**src/rtl/ps2_pkg.sv**
```systemverilog
// Shared widths, bit positions and the queued key-event payload for the
// hps_io keyboard path.
package ps2_pkg;

    localparam int unsigned KEY_W   = 11;
    localparam int unsigned ENTRY_W = 10;
    localparam int unsigned CODE_W  = 8;

    // Bit positions inside the hps_io key word
    localparam int unsigned TOG_BIT = 10;
    localparam int unsigned PRS_BIT = 9;
    localparam int unsigned EXT_BIT = 8;

    // One queued key event, packed as {pressed, extended, code}
    typedef struct packed {
        logic              pressed;
        logic              extended;
        logic [CODE_W-1:0] code;
    } key_evt_t;

endpackage

```
**src/rtl/sync_fifo.sv**
```systemverilog
// Plain single-clock FIFO. Push into a full FIFO is accepted only when a pop
// frees a slot in the same cycle; pop while empty is ignored. No overflow
// reporting here, the owner decides what a refused push means.
//   clk, reset : clock, synchronous active-high reset
//   push/wr_data, pop : write and read strobes
//   rd_data    : head entry, read combinationally from storage
//   count/full/empty : occupancy status, derived from count
module sync_fifo #(
    parameter  int unsigned WIDTH = 10,
    parameter  int unsigned DEPTH = 16,
    localparam int unsigned AW    = $clog2(DEPTH)
) (
    input  logic             clk,
    input  logic             reset,
    input  logic             push,
    input  logic [WIDTH-1:0] wr_data,
    input  logic             pop,
    output logic [WIDTH-1:0] rd_data,
    output logic [AW:0]      count,
    output logic             full,
    output logic             empty
);

    logic [WIDTH-1:0] mem [DEPTH];
    logic [AW-1:0]    rd_ptr;
    logic [AW-1:0]    wr_ptr;
    logic             do_pop;
    logic             do_push;

    assign full    = (count == (AW+1)'(DEPTH));
    assign empty   = (count == '0);
    assign do_pop  = pop && !empty;
    // A pop in the same cycle makes room, so a full FIFO still takes the push
    assign do_push = push && (!full || do_pop);
    assign rd_data = mem[rd_ptr];

    // Pointers wrap naturally since DEPTH is a power of two
    always_ff @(posedge clk) begin
        if (reset) begin
            rd_ptr <= '0;
            wr_ptr <= '0;
            count  <= '0;
        end else begin
            if (do_push) wr_ptr <= wr_ptr + AW'(1);
            if (do_pop)  rd_ptr <= rd_ptr + AW'(1);
            if (do_push && !do_pop)      count <= count + (AW+1)'(1);
            else if (!do_push && do_pop) count <= count - (AW+1)'(1);
        end
    end

    // Storage is intentionally not reset
    always_ff @(posedge clk) begin
        if (do_push) mem[wr_ptr] <= wr_data;
    end

endmodule

```
**src/rtl/ps2_key_fifo.sv**
```systemverilog
// Turns the toggle-strobed hps_io key word into discrete key events and
// queues them for the CPU, with occupancy status and a sticky overflow flag.
//   clk_sys, reset : clock, synchronous active-high reset
//   ps2_key        : {toggle, pressed, extended, code[7:0]}
//   rd_pop         : consume head entry
//   clr_ovf        : clear sticky overflow
//   rd_data/rd_valid : head entry {pressed, extended, code} and not-empty
//   count/full     : occupancy 0..DEPTH, count==DEPTH
//   overflow       : sticky, an event was dropped on a full queue
module ps2_key_fifo
    import ps2_pkg::*;
#(
    parameter  int unsigned DEPTH = 16,
    localparam int unsigned AW    = $clog2(DEPTH)
) (
    input  logic               clk_sys,
    input  logic               reset,
    input  logic [KEY_W-1:0]   ps2_key,
    input  logic               rd_pop,
    input  logic               clr_ovf,
    output logic [ENTRY_W-1:0] rd_data,
    output logic               rd_valid,
    output logic [AW:0]        count,
    output logic               full,
    output logic               overflow
);

    logic     last_tog;
    logic     evt;
    logic     pend;
    key_evt_t pend_evt;
    logic     empty;
    logic     drop;

    assign evt = (ps2_key[TOG_BIT] != last_tog);
    // Refused only when full and no pop frees a slot this cycle
    assign drop = pend && full && !rd_pop;
    assign rd_valid = !empty;

    // Tracking the toggle through reset avoids a spurious event afterwards
    always_ff @(posedge clk_sys) begin
        last_tog <= ps2_key[TOG_BIT];
    end

    // Pending push stage: one cycle between detection and FIFO write
    always_ff @(posedge clk_sys) begin
        if (reset) begin
            pend     <= 1'b0;
            overflow <= 1'b0;
        end else begin
            pend <= evt;
            if (drop)         overflow <= 1'b1;
            else if (clr_ovf) overflow <= 1'b0;
        end
    end

    // Payload captured on the detection cycle
    always_ff @(posedge clk_sys) begin
        if (evt) begin
            pend_evt.pressed  <= ps2_key[PRS_BIT];
            pend_evt.extended <= ps2_key[EXT_BIT];
            pend_evt.code     <= ps2_key[CODE_W-1:0];
        end
    end

    sync_fifo #(
        .WIDTH (ENTRY_W),
        .DEPTH (DEPTH)
    ) u_fifo (
        .clk     (clk_sys),
        .reset   (reset),
        .push    (pend),
        .wr_data (pend_evt),
        .pop     (rd_pop),
        .rd_data (rd_data),
        .count   (count),
        .full    (full),
        .empty   (empty)
    );

endmodule
```
**config.mk**
```make
export PLATFORM = sky130hd
export DESIGN_NAME = ps2_key_fifo
export DESIGN_NICKNAME = d
export VERILOG_FILES = /design/src/rtl/ps2_pkg.sv /design/src/rtl/sync_fifo.sv /design/src/rtl/ps2_key_fifo.sv
export SDC_FILE = /design/constraint.sdc
export NUM_CORES = 1
export LEC_CHECK = 0
export CAP_MARGIN = 20
export CORE_MARGIN = 2
export CORE_UTILIZATION = 40
export CTS_CLUSTER_DIAMETER = 80
export DETAILED_ROUTE_END_ITERATION = 8
export GPL_TIMING_DRIVEN = 0
export PLACE_DENSITY = 0.67
export SLEW_MARGIN = 10
export SYNTH_ARGS = -nofsm -noshare
export SYNTH_HDL_FRONTEND = slang
export SYNTH_SLANG_ARGS = --single-unit
export TNS_END_PERCENT = 10
```
**constraint.sdc**
```tcl
create_clock -name clk_sys -period 3.8 [get_ports clk_sys]
set_input_delay 0.57 -clock clk_sys [delete_from_list [all_inputs] [get_ports clk_sys]]
set_output_delay 0.57 -clock clk_sys [all_outputs]
set_load 0.02 [all_outputs]
```
# After elaboration in Yosys (flattened, before gate mapping)
# Memory sizes are Yosys's and may differ from the RTL's. A register that Yosys moved wholly into a read port is not among the register bits.
# Index checks and enable logic that the tools add are counted.
totals:
  reg_bits: 26
  latch_bits: 0
  ramBits: 160
  rom_bits: 0
  input_bits: 15
  wordCells: 39
  n_memories: 1
memory_table:
  columns: ["memory", "words", "width", "read_ports", "rd_ports_with_merged_regs", "wr", "line", "rtl"]
  rows:
  - ["u_fifo.mem", 16, 10, 1, 1, 1, "sync_fifo.sv:24", "logic [WIDTH-1:0] mem [DEPTH];"]
classes:
  add_sub_neg: 4
  multipliers: 0
  div: 0
  order_cmp: 0
  n_eq_ne: 2
  shifts: 0
  n_mux: 8
  bitwise: 0
  reduce_logical: 15
op_table:
  columns: ["operator", "count"]
  rows:
  - ["two-way mux 5 bit", 2]
  - ["adder 4 x 1 -> 4 bit (second input constant)", 2]
  - ["two-way mux 4 bit", 2]
  - ["logical AND 1 bit", 6]
  - ["adder 5 x 1 -> 5 bit (second input constant)", 1]
  - ["== test 5 bit (second input constant)", 1]
  - ["logical NOT 1 bit", 5]
  - ["logical NOT 5 bit", 1]
  - ["subtractor 5 x 1 -> 5 bit (second input constant)", 1]
  - ["two-way mux 1 bit", 4]
  - ["nonzero test 2 bit", 2]
  - ["logical OR 1 bit", 1]
  - ["inequality test 1 bit", 1]

# Logic depth before layout (Yosys ltp)
logic_depth:
  word_depth: 9
  ltp_mapped: 11
  depth_no_buf: 10

# Hierarchy
# Synthesis repeated with hierarchy kept, for this count alone.
unflattened:
  hier_cells: 378
  hier_area_um2: 7359.6
modules_own_cells:
  columns: ["module", "n_inst", "cells_per_inst", "area_each_um2", "seq_area_each_um2"]
  rows:
  - ["sync_fifo", 1, 359, 6959.2, 5144.9]
  - ["ps2_key_fifo", 1, 19, 400.4, 360.3]

# Least setup slack after synthesis
# No wires, ideal clock.
synth_timing:
  path_kind: "flip-flop to flip-flop"
  start: "register u_fifo.count[0]"
  end: "register u_fifo.count[4]"
  setup_time_ns: 0.121
  arrival_ns: 2.726
  t_required_ns: 3.679
  path_slack_ns: 0.953
  path_stages_with_launch: 12
  path_buffers: 1
  path_cell_list: "dfxtp_1 -> or4_4 -> buf_6 -> o31ai_4 -> inv_1 -> ha_1 -> inv_1 -> ha_1 -> a21oi_1 -> a211oi_1 -> a31oi_1 -> mux2_2"
synth_between:
  elab_chain_len: 8
synth_lines:
  columns: ["item", "line", "rtl"]
  rows:
  - ["start: declaration", "sync_fifo.sv:19", "output logic [AW:0] count,"]
  - ["start signal: assignment", "sync_fifo.sv:46", "if (do_push && !do_pop) count <= count + (AW+1)'(1);"]
  - ["start signal: assignment", "sync_fifo.sv:47", "else if (!do_push && do_pop) count <= count - (AW+1)'(1);"]
  - ["logical NOT 5 bit", "sync_fifo.sv:31", "assign empty = (count == '0);"]
  - ["logical NOT 1 bit", "sync_fifo.sv:32", "assign do_pop = pop && !empty;"]
  - ["logical AND 1 bit", "sync_fifo.sv:32", null]
  - ["logical OR 1 bit *", "sync_fifo.sv:34", "assign do_push = push && (!full || do_pop);"]
  - ["logical AND 1 bit *", "sync_fifo.sv:34", null]
  - ["via u_fifo.do_push", "sync_fifo.sv:28", "logic do_push;"]
  - ["logical NOT 1 bit", "sync_fifo.sv:47", null]
  - ["logical AND 1 bit", "sync_fifo.sv:47", null]
  - ["nonzero test 2 bit (no line)", null, null]
# The timed path passes the listed nets; every way through them passes the cells marked *. The select of a mux whose other input is x is not followed.
# A chain may end at the register's enable or synchronous reset.

==> run summary <==
Status: complete, no violations
Syn Area/Cell: 19.52 um2
Critical path class: reg2out
Crit path DAT: 2.99 ns
Worst VDD drop: 487.9 uV
DR WL/cell: 21.31 um
EDFF count, synth: 170
Gpl congestion: 0.7451
Max-cap violations: 0
Period minus WS final: 3.556 ns
Antenna violations before repair: 0
ANT cells: 0
Yosys reg bits: 190
Port Buf Inserts: 31
Row cnt: 49
Fraction of the yosys area taken by sequential cells: 74.63%
Top cells by area, synth: edfxtp_1 (69%), mux4_2 (12%), dfxtp_1 (5.4%)
CP required: 3.23 ns
All-Layer GR Usage: 15.76%
Register-to-register setup slack: 0.74 ns
Count of final hold-check violations: 0
Syn_nets: 403
H-tree depth: 4
Chip height: 139.8 um
RR Startpoint: u_fifo.count[0]$_SDFFE_PP0P_
Starting Density: 40.93%
Global route total overflow: 0
Hold path start: reset
Async set-or-reset flop fraction in the synthesized netlist: 0%
Area delta synth->final: 16.54%
CP max FO: 10
Sink Count: 190
Leakage: 0.002806 uW
Top FF cell, synth: edfxtp_1
Hold Path Depth: 2
CTS Buffer Depth: 2
Area share of the largest cell type after synthesis: 69.20%
Pins Over Slew Limit: 0
FILL cells: 1518
Register area: 5505 um2
RSZ-0062 raised after global routing: false
Setup WS post-layout: 0.2441 ns
Max Fclk: 0.2812 GHz
Relative slew slack: 29.70%
Cell taking the most area after synthesis: edfxtp_1
Yosys cell types: 38
Boundary pin count: 33
Total CTS buffers: 17
Hold_buf cts: 0
Final Net Count: 457
Dpl cells: 641
CP startpoint kind: flop
Yosys warnings: 0
DIE AREA: 19550 um2
Area of the multi-input gates: 1793 um2
Synthesized instance count: 378
Clock skew: 0.008038 ns
CTS tree: yes
Post-Syn Area: 7377 um2
Largest net degree at the start of global routing: 19
Vias/cell: 5.450
Share of layout cells above drive strength 1: 20.00%
Setup crit end kind: primary output
DP Worst Slack: 0.5611 ns
Worst Hold End: u_fifo.wr_ptr[3]$_SDFFE_PP0P_
DR DRC count: 0
1st-pass router iterations: 5
Post-CTS sizing: 0
DR vias: 3673
Min-Delay Path Class: in2reg
R2r endpoint: u_fifo.count[4]$_SDFFE_PP0P_
Setup TNS Final: 0 ns
Worst-Margin Slew: 1.051 ns
Die X: 139.8 um
Vias in the first global route: 3825
Worst R2R Path Depth: 11
Setup Viol. Count Final: 0
Non-filler cells, final: 674
Global-route wire length before repair: 22430 um
1st-iter DRT viols: 357
Clk slew on worst S/H paths: 0.07 ns
Routed Antenna Nets: 0
Fin crit share: 93.58%
Clock Root Buffer: clkbuf_16
Setup bufs post-CTS: 0
Area of the core: 18020 um2
Total wire length: 14360 um
DP HPWL: 9449 um
Worst skew pair latency: 0.43 ns
Power per cell area: 638.5 nW/um2
==> cells by family (layout without fill, tap and decap cells) <==
kind of cell               count (synthesis)  count (layout)  share of synthesized area (%)
AOI/OAI and AO/OA                         33              33                          3.511
xor gates and xnor gates                   9               9                          1.068
adders and majority gates                 10              10                          1.798
buffers and inverters                     22              89                          1.289
DFF                                      190             190                          74.63
muxes                                     44              44                          12.77
and+or+nand+nor                           70              70                          4.936
==> layout by cell type, fill, tap and decap left out, drive strengths merged, types with 2 or more instances in the layout <==
master / netlist / routed
a211oi: 2 / 2
a21oi: 4 / 4
a22oi: 20 / 20
a31oi: 2 / 2
and2: 5 / 5
and3: 9 / 9
buf: 7 / 11
clkbuf: 9 / 26
clkdlybuf4s50: 0 / 31
clkinv: 0 / 3
dfxtp: 20 / 20
edfxtp: 170 / 170
ha: 9 / 9
inv: 6 / 16
mux2i: 3 / 3
mux4: 40 / 40
nand2: 13 / 13
nand3: 3 / 3
nor2: 22 / 22
nor2b: 6 / 6
nor3: 3 / 3
nor4: 3 / 3
xnor2: 4 / 4
xor2: 5 / 5
==> Yosys cell counts (2+ instances only) <==
master / count
a211oi_1: 2
a21oi_1: 4
a22oi_1: 20
a31oi_1: 2
and2_1: 5
and3_1: 9
buf_1: 2
buf_2: 4
clkbuf_1: 9
dfxtp_1: 20
edfxtp_1: 170
ha_1: 9
inv_1: 6
mux2i_1: 3
mux4_2: 40
nand2_1: 13
nand3_1: 3
nor2_1: 22
nor2b_1: 6
nor3_1: 2
nor4_1: 3
xnor2_1: 4
xor2_1: 5
==> area by class of cell <==
type | count | share of cell area [%]
sequential | 190 | 64.04
buffer | 16 | 0.8441
tap | 229 | 3.333
inverter | 6 | 0.2620
multi-input combinational | 166 | 20.86
clock buffer | 17 | 4.948
clock inverter | 15 | 1.761
timing repair buffer | 35 | 3.959
==> stage by stage <==
stage               total power [uW]  hold WS [ns]  util [%]  cell area, um2
floorplan                       3389        0.4902         -            7377
global placement                3789        0.5109     44.24            7974
detailed placement              3824        0.5115     44.45            8013
CTS                             5532        0.5122     47.65            8589
global route                    5727        0.5415     47.70            8597
finish                          5490        0.5233     47.70            8597
==> per-layer routing <==
metal	up-vias	wire, um	GRT usage, %
met1	1862	6333	21.47
li1	1644	-	-
met4	0	531	8.368
met5	-	0	0
met2	138	6752	23.70
met3	29	745	3.751
==> worst max path at each step <==
stage / end / from / slack [ns]
finish: rd_data[0] / flop / 0.24
detailed placement: u_fifo.count[4]$_SDFFE_PP0P_ / rd_pop / 0.56
global placement: u_fifo.mem[0][3]$_DFFE_PP_ / rd_pop / 0.29
floorplan: u_fifo.count[4]$_SDFFE_PP0P_ / u_fifo.count[0]$_SDFFE_PP0P_ / 0.95
global route: rd_data[1] / flop / 0.14
CTS: rd_data[0] / flop / 0.22
==> flip-flops by register name (all words and copies together), names as in the netlist, named ones only <==
register       count
u_fifo.count       5
u_fifo.wr_ptr      4
u_fifo.mem       160
pend               1
overflow           1
pend_evt          10
last_tog           1
u_fifo.rd_ptr      4
==> power by group <==
group | internal (uW) | switching (uW)
registers | 2360 | 109
clock network | 928 | 793
logic | 635 | 661
==> critical path, stage by stage, from the launching register on <==
cell and delay (ns):
dfxtp_1 0.32, clkbuf_1 0.20, buf_2 0.39, mux4_2 0.58, a22oi_1 0.38, nand2_1 0.14
clkdlybuf4s50_1 0.56
No activity file was read; power rests on OpenSTA's default activity.
